**config.mk**
```make
export PLATFORM = sky130hd
export DESIGN_NAME = fifo_wr_arbiter
export DESIGN_NICKNAME = d
export VERILOG_FILES = /design/src/rtl/fifo_pkg.sv /design/src/rtl/rr_pick.sv /design/src/rtl/fifo_wr_arbiter.sv
export SDC_FILE = /design/constraint.sdc
export NUM_CORES = 1
export LEC_CHECK = 0
export CAP_MARGIN = 20
export CORE_ASPECT_RATIO = 0.9
export CORE_UTILIZATION = 43
export CTS_CLUSTER_DIAMETER = 100
export DETAILED_ROUTE_END_ITERATION = 7
export PLACE_DENSITY = 0.77
export SETUP_SLACK_MARGIN = 0.3
export SKIP_CTS_REPAIR_TIMING = 1
export SYNTH_ARGS = -nofsm -noshare
export SYNTH_HDL_FRONTEND = slang
export SYNTH_HIERARCHICAL = 1
export SYNTH_SLANG_ARGS = --single-unit
export TNS_END_PERCENT = 20
```
**constraint.sdc**
```tcl
create_clock -name i_clk -period 2 [get_ports i_clk]
set_input_delay 0.4 -clock i_clk [delete_from_list [all_inputs] [get_ports i_clk]]
set_output_delay 0.4 -clock i_clk [all_outputs]
set_load 0.03 [all_outputs]
```
**src/rtl/fifo_pkg.sv**
```systemverilog
// Shared definitions for the FIFO write-side arbiter: state encoding and
// default data/FIFO geometry shared with the FIFO itself.
package fifo_pkg;

   typedef enum logic {
      ST_IDLE  = 1'b0,
      ST_GRANT = 1'b1
   } state_t;

   localparam int DEF_WIDTH = 8;
   localparam int FIFO_SIZE = 16;

endpackage

```
**src/rtl/rr_pick.sv**
```systemverilog
// Round-robin pick: rotate the request vector so rr_ptr lands at bit 0,
// priority-encode the lowest set bit, then rotate the offset back.
module rr_pick #(
   parameter int NUM_REQ  = 4,
   parameter int ID_WIDTH = $clog2(NUM_REQ)
) (
   input  logic [NUM_REQ-1:0]  i_req_valid,
   input  logic [ID_WIDTH-1:0] i_rr_ptr,
   output logic                o_found,
   output logic [ID_WIDTH-1:0] o_idx
);

   logic [NUM_REQ-1:0]  w_rot;
   logic [ID_WIDTH-1:0] w_off;

   // Modulo-NUM_REQ add; one extra bit keeps the carry for non-power-of-2 counts.
   function automatic logic [ID_WIDTH-1:0] wrap_add(input logic [ID_WIDTH-1:0] a,
                                                    input logic [ID_WIDTH-1:0] b);
      logic [ID_WIDTH:0] s;
      s = {1'b0, a} + {1'b0, b};
      if (s >= (ID_WIDTH+1)'(NUM_REQ)) s = s - (ID_WIDTH+1)'(NUM_REQ);
      return s[ID_WIDTH-1:0];
   endfunction

   always_comb begin
      w_rot   = '0;
      w_off   = '0;
      o_found = 1'b0;
      for (int k = 0; k < NUM_REQ; k++) begin
         w_rot[k] = i_req_valid[wrap_add(i_rr_ptr, ID_WIDTH'(k))];
      end
      for (int k = NUM_REQ-1; k >= 0; k--) begin
         if (w_rot[k]) begin
            o_found = 1'b1;
            w_off   = ID_WIDTH'(k);
         end
      end
      o_idx = wrap_add(i_rr_ptr, w_off);
   end

endmodule

```
**src/rtl/fifo_wr_arbiter.sv**
```systemverilog
// Round-robin arbiter sharing one FIFO write port among NUM_REQ valid/ready
// producers, with bursts of up to MAX_BURST beats and a saturating beat counter.
module fifo_wr_arbiter
   import fifo_pkg::*;
#(
   parameter int WIDTH     = DEF_WIDTH,
   parameter int NUM_REQ   = 4,
   parameter int MAX_BURST = 4,
   parameter int CNT_WIDTH = 16,
   localparam int ID_WIDTH = $clog2(NUM_REQ)
) (
   input  logic                       i_clk,
   input  logic                       i_res,
   input  logic [NUM_REQ-1:0]         i_req_valid,
   input  logic [NUM_REQ*WIDTH-1:0]   i_req_data,
   output logic [NUM_REQ-1:0]         o_req_ready,
   output logic                       o_fifo_wr_en,
   output logic [WIDTH-1:0]           o_fifo_wdata,
   input  logic                       i_fifo_full,
   output logic                       o_busy,
   output logic [ID_WIDTH-1:0]        o_grant_id,
   output logic [CNT_WIDTH-1:0]       o_xfer_count
);

   localparam int BC_W = $clog2(MAX_BURST + 1);

   state_t                r_state;
   state_t                w_state_nxt;
   logic [ID_WIDTH-1:0]   r_rr_ptr;
   logic [ID_WIDTH-1:0]   r_grant_id;
   logic [BC_W-1:0]       r_beat_cnt;
   logic [CNT_WIDTH-1:0]  r_xfer_count;

   logic                  w_found;
   logic [ID_WIDTH-1:0]   w_pick;
   logic                  w_cur_valid;
   logic                  w_xfer;
   logic                  w_exit;
   logic [ID_WIDTH-1:0]   w_ptr_nxt;

   function automatic logic [CNT_WIDTH-1:0] sat_inc(input logic [CNT_WIDTH-1:0] v);
      return (&v) ? v : v + 1'b1;
   endfunction

   rr_pick #(
      .NUM_REQ  (NUM_REQ),
      .ID_WIDTH (ID_WIDTH)
   ) u_pick (
      .i_req_valid (i_req_valid),
      .i_rr_ptr    (r_rr_ptr),
      .o_found     (w_found),
      .o_idx       (w_pick)
   );

   assign w_cur_valid = i_req_valid[r_grant_id];
   assign w_ptr_nxt   = (r_grant_id == ID_WIDTH'(NUM_REQ-1)) ? '0 : r_grant_id + 1'b1;

   always_ff @(posedge i_clk or posedge i_res) begin
      if (i_res) begin
         r_state      <= ST_IDLE;
         r_rr_ptr     <= '0;
         r_grant_id   <= '0;
         r_beat_cnt   <= '0;
         r_xfer_count <= '0;
      end else begin
         r_state <= w_state_nxt;
         if (r_state == ST_IDLE && w_found) begin
            r_grant_id <= w_pick;
            r_beat_cnt <= '0;
         end
         if (w_xfer) begin
            r_beat_cnt   <= r_beat_cnt + 1'b1;
            r_xfer_count <= sat_inc(r_xfer_count);
         end
         if (w_exit) r_rr_ptr <= w_ptr_nxt;
      end
   end

   // Outputs decode from the current state so reset kills a write at once.
   always_comb begin
      w_state_nxt  = r_state;
      w_xfer       = 1'b0;
      w_exit       = 1'b0;
      o_req_ready  = '0;
      o_fifo_wr_en = 1'b0;
      o_fifo_wdata = '0;
      o_busy       = 1'b0;
      case (r_state)
         ST_IDLE: begin
            if (w_found) w_state_nxt = ST_GRANT;
         end
         ST_GRANT: begin
            o_busy = 1'b1;
            w_xfer = w_cur_valid & ~i_fifo_full;
            w_exit = ~w_cur_valid | (w_xfer & (r_beat_cnt == BC_W'(MAX_BURST-1)));
            if (w_xfer) begin
               o_fifo_wr_en = 1'b1;
               o_req_ready  = NUM_REQ'(1) << r_grant_id;
               o_fifo_wdata = i_req_data[int'(r_grant_id)*WIDTH +: WIDTH];
            end
            if (w_exit) w_state_nxt = ST_IDLE;
         end
         default: w_state_nxt = ST_IDLE;
      endcase
   end

   assign o_grant_id   = r_grant_id;
   assign o_xfer_count = r_xfer_count;

endmodule

```
# Yosys cells after proc, flatten, opt, wreduce, memory -nomap -nowiden
# Cells that the tools add are included.
[totals] romBits=0 regBits=24 ramBits=0 output_inout_bits=32 word_cells=80 n_memories=0 latchBits=0 inputBits=39
[classes] n_shift=2 n_eq_ne=2 muxes=38 div=0 n_mul=0 n_bitwise=7 n_reduce_logical=4 order_cmp=10 n_addsub=12
[op_table] cell="$shiftx A32 B6 Y8" count=1
[op_table] cell="$mux W2" count=10
[op_table] cell="$add A16 B1 Y16 const B" count=1
[op_table] cell="$mux W1" count=16
[op_table] cell="$mux W8" count=2
[op_table] cell="$reduce_and A16 Y1" count=1
[op_table] cell="$lt A2 B3 Y1 const B" count=5
[op_table] cell="$ge A3 B3 Y1 const B" count=4
[op_table] cell="$bmux W1 S2" count=5
[op_table] cell="$sub A2 B1 Y2 const B" count=5
[op_table] cell="$mux W4" count=2
[op_table] cell="$add A2 B2 Y3 const B" count=2
[op_table] cell="$mux W3" count=2
[op_table] cell="$not A1 Y1" count=4
[op_table] cell="$shl A1 B2 Y4 const A" count=1
[op_table] cell="$add A2 B1 Y3 const B" count=1
[op_table] cell="$add A2 B2 Y3" count=1
[op_table] cell="$add A3 B1 Y3 const B" count=1
[op_table] cell="$eq A3 B2 Y1 const B" count=1
[op_table] cell="$ge A2 B3 Y1 const B" count=1
[op_table] cell="$add A2 B1 Y2 const B" count=1
[op_table] cell="$and A1 B1 Y1" count=2
[op_table] cell="$eq A2 B2 Y1 const B" count=1
[op_table] cell="$pmux W1 S2" count=1
[op_table] cell="other kinds (4)" count=4

# Depth between registers and ports, before layout
[depth] depth_word=12 mapped_depth=9 depth_no_buf=8

# Cells and area by module
# The synthesis kept the hierarchy.
[modules_own_cells] module="fifo_wr_arbiter" instances=1 area_per_inst_um2=1585.3 cells_per_inst=137 seq_area_each_um2=600.6
[modules_own_cells] module="rr_pick" instances=1 area_per_inst_um2=166.4 cells_per_inst=25 seq_area_each_um2=0.0

# Least setup slack after synthesis
# No wires, ideal clock.
[synth_path] kind="reg2out" from="register r_grant_id[0] (netlist: o_grant_id[0])" to="output o_fifo_wdata[0]" path_buffers=1 stages_incl_launch_ff=4 arrival_ps=1717 path_slack_ps=-117 required_ps=1600 cell_sequence="dfrtp_1 buf_2 mux4_2 and3_1"
[synth_via] elab_chain_cells=5 elab_cells_between_ends=6 cone_classes="1 x shift; 4 x mux; 1 x bitwise"
[synth_lines] element="start: declaration" line="fifo_wr_arbiter.sv:30" source="logic [ID_WIDTH-1:0] r_grant_id;"
[synth_lines] element="start signal: assignment" line="fifo_wr_arbiter.sv:68" source="r_grant_id <= w_pick;"
[synth_lines] element="branches (longest 3 deep; another with $shiftx A32 B6 Y8)"
[synth_lines] element="$mux W8 (*)" line="fifo_wr_arbiter.sv:96" source="if (w_xfer) begin"
[synth_lines] element="$mux W8 (*)" line="fifo_wr_arbiter.sv:88" source="case (r_state)"
[synth_lines] element="end: declaration" line="fifo_wr_arbiter.sv:18" source="output logic [WIDTH-1:0] o_fifo_wdata,"
# Mark *: on every way between the ends. The select of a mux whose other input is x is not followed.

# Final worst setup path
# Ends and elaborated chain as after synthesis.

==> flow_summary.ini <==
[outcome]
status = finished with violations
violated_checks = setup timing

[finish]
finalNonFillerCells = 297
area_delta_synth_final_pct = 69.4
fraction_of_layout_instances_using_a_drive_strength_above_1_pct = 38.2
finalNetCount = 299
antenna_cells_inserted = 0

[cts]
clock_buffer_count_from_cts = 3
clk_path_buf_depth = 2
cts_root_buffer = sky130_fd_sc_hd__clkbuf_8
tritoncts = built
insertion_delay_ns = 0.27
clock_sink_count = 24
htreeDepth = 1
clk_transition_reported_paths_ns = 0.09

[floorplanning]
die_w_microns = 69.3
floorplan.initialDensity_pct = 46.0
fp.coreArea_sq_um = 3810
design.die.area_sq_um = 4330
die_height_microns = 62.6
top_level_ports = 71
rows = 21

[worst_setup_path]
worstPathRequired_ns = 1.60
signal_arrival_time_at_the_worst_endpoint_ns = 1.82
reg2reg_setup_slack_ns = 0.03
critPathCaptureType = output pin
endpoint = o_fifo_wdata[0]
worst-path-stages = 4
crit_path_start = o_grant_id[0]
r2r-end = o_xfer_count[15]
family_with_the_most_delay_on_the_worst_path = multiplexers
cp_buf_inv_count = 2
timing.rr.start = o_xfer_count[7]
timing.critical_path.mode_cell = sky130_fd_sc_hd__buf_6
crit_path_max_incr_delay_ns = 0.62
worstPathMaxFanout = 5
critPathSlowestCell = sky130_fd_sc_hd__mux4_2
ff2ff_path_depth = 4
critical_path.startpoint_type = flip-flop
setup.worst_path.class = reg -> out
crit_path_cell_trace = mux4_2 -> buf_6 -> and3_4 -> buf_6

[min_path]
path_class_of_the_lowest_slack_min_delay_path = in -> async

[synth]
ys_seq_area_share_pct = 34.3
syn-mean-instance-area_sq_um = 10.8
synthesis.nets = 209
async_reset_ff_share_pct = 100
yosysTopAreaCellShare_pct = 34.3
yosysWarningCount = 6
synth-edff-count = 0
synth_cells = 162
library_cell_occupying_the_most_area_in_the_post_synthesis_netlist = sky130_fd_sc_hd__dfrtp_1
yosys.cell_types.count = 42
post_synth_instance_area_sq_um = 1750
ys_seq_elements = 24
synthTopCellsByArea = sky130_fd_sc_hd__dfrtp_1, sky130_fd_sc_hd__mux4_2, sky130_fd_sc_hd__ha_1
synth_ff_type = sky130_fd_sc_hd__dfrtp_1

[detailed_routing]
detail_route_antenna_nets = 0
drtPass1Iterations = 4
route.met3.wl_microns = 231
uppermost_layer_routed = met4
finalWirelength_mm = 5.76
wirelength_met1_mm = 2.45
routed-wl-met2_mm = 2.97
via_per_inst = 5.85
detailedRoute.firstIterationViolations = 97
wl_per_cell_microns = 19.4
route.vias.total = 1738
post-route-drc-count = 0

[global_route]
grt_max_degree = 25
grt_first_pass_wirelength_mm = 8.31
grt_antenna_before_repair = 0
gr-total-overflow = 0
first_global_vias = 1701
global_route.usage.total_pct = 23.6

[sta]
maxSlewViolCount = 0
finalHoldViolCount = 0
layout_worst_path_cycle_share_pct = 111
tightestPinTransition_ns = 0.356
timing.final.ws_setup_ns = -0.220
grt_setup_unrepaired = yes
finalSetupViolCount = 13
timing.max_slew.rel_slack_pct = 76.2
final.min_clock_period_ns = 2.22
timing.clock.skew_ns = 0.00577
f_max_mhz = 450

[power]
report.power.total_mw = 3.19
sw_frac_of_total_pct = 42.1
irDropWorstVdd_mv = 0.768
pwr-share-comb_pct = 64.1
power-per-cell-area_nw_per_um2 = 1080
static-leakage-power_nw = 1.57
power.internal_mw = 1.85
power.clock.fraction_pct = 10.6
power.net_switching_mw = 1.34
power.share.sequential_pct = 25.3

[flow_run]
cap_violations = 0

[placed_design]
count_of_placed_standard_cells_including_taps = 290
dpl.hpwl_mm = 3.81
gp_congestion = 0.832
dp_slack_ns = -0.711
portBuffers = 70
-- flip-flops by register name, summed over array words and instances (netlist names) --
name	count
r_rr_ptr	2
r_state	1
r_beat_cnt	3
o_xfer_count	16
o_grant_id	2
-- cells by family after synthesis --
group	after synthesis	share of synthesized area (%)
AOI/OAI and AO/OA	23	11.4
xor gates and xnor gates	14	7.00
adders and majority gates	8	5.71
buffers and inverters	13	3.78
DFF	24	34.3
muxes	18	18.0
and+or+nand+nor	62	19.8
-- worst register-to-register path: cells and delay by family, from the launching register on --
kind / cells / cell delay, ns
multiplexers: 1 / 0.35
AND/OR/NAND/NOR: 3 / 0.99
flip-flops: 1 / 0.52
-- power groups by stage --
stage / clock network (mW) / logic, mW / registers (mW)
3_3_place_gp: 0 / 1.79 / 0.767
4_1_cts: 0.333 / 1.87 / 0.777
3_5_place_dp: 0 / 1.86 / 0.786
6_report: 0.338 / 2.05 / 0.806
2_1_floorplan: 0 / 1.05 / 0.908
5_1_grt: 0.357 / 2.18 / 0.831
-- cell type report --
cell class                      count  area (sq um)
Clock buffer                        4          55.1
Fill cell                         234           843
Multi-Input combinational cell    126          1270
Sequential cell                    24           606
Timing Repair Buffer               92           955
Tap cell                           46          57.6
Inverter                            5          18.8
-- routing by layer --
metal | vias up | global-route usage, %
met5 | - | 0
met3 | 17 | 3.39
met1 | 870 | 30.7
li1 | 784 | -
met2 | 67 | 42.4
met4 | 0 | 3.57
-- synth_stat cells (2+ instances only) --
cell type and number:
sky130_fd_sc_hd__dfrtp_1 24, sky130_fd_sc_hd__and3_1 14, sky130_fd_sc_hd__nand2_1 11, sky130_fd_sc_hd__xor2_1 11
sky130_fd_sc_hd__nand3_1 10, sky130_fd_sc_hd__ha_1 8, sky130_fd_sc_hd__mux4_2 8, sky130_fd_sc_hd__nor2_1 7
sky130_fd_sc_hd__a21oi_1 6, sky130_fd_sc_hd__a211oi_2 5, sky130_fd_sc_hd__mux2_1 5, sky130_fd_sc_hd__inv_1 4
sky130_fd_sc_hd__nand2b_1 4, sky130_fd_sc_hd__nand4_1 4, sky130_fd_sc_hd__clkbuf_1 3, sky130_fd_sc_hd__nor2b_1 3
sky130_fd_sc_hd__xnor2_1 3, sky130_fd_sc_hd__a2111oi_2 2, sky130_fd_sc_hd__and4_1 2, sky130_fd_sc_hd__buf_2 2
sky130_fd_sc_hd__buf_4 2, sky130_fd_sc_hd__mux2_2 2, sky130_fd_sc_hd__mux2_4 2, sky130_fd_sc_hd__nor3_1 2
-- layout by cell type (no fill, tap or decap), drive strengths merged, types with 2 or more instances in the layout --
master / n
a2111oi: 2
a211oi: 5
a21oi: 7
and3: 14
and4: 2
buf: 34
clkbuf: 5
clkdlybuf4s50: 34
dfrtp: 24
dlymetal6s2s: 23
ha: 8
inv: 5
mux2: 9
mux4: 10
nand2: 12
nand2b: 4
nand3: 10
nand4: 4
nor2: 7
nor2b: 3
nor3: 2
nor4: 2
xnor2: 3
xor2: 11
-- per-stage QoR --
step | hold slack (ns) | setup TNS, ns | area [sq um] | util, %
after global routing | 0.531 | -2.38 | 2970 | 77.9
after global placement | 0.469 | -12.61 | 2680 | 70.4
after floorplan | 0.414 | 0 | 1820 | -
after CTS | 0.485 | -9.69 | 2740 | 71.8
after detailed placement | 0.510 | -14.58 | 2680 | 70.4
final | 0.490 | -1.77 | 2970 | 77.9
-- worst min-delay path by stage --
| stage | start | slack, ns | endpoint |
|---|---|---|---|
| floorplan | i_res | 0.41 | o_grant_id[1] |
| global placement | r_beat_cnt[0] | 0.47 | r_beat_cnt[0] |
| detailed placement | o_xfer_count[10] | 0.51 | o_xfer_count[10] |
| CTS | i_res | 0.48 | o_xfer_count[5] |
| global route | o_xfer_count[10] | 0.53 | o_xfer_count[10] |
| finish | i_res | 0.49 | o_xfer_count[10] |
Note: power is estimated with default switching activity, not from simulation.
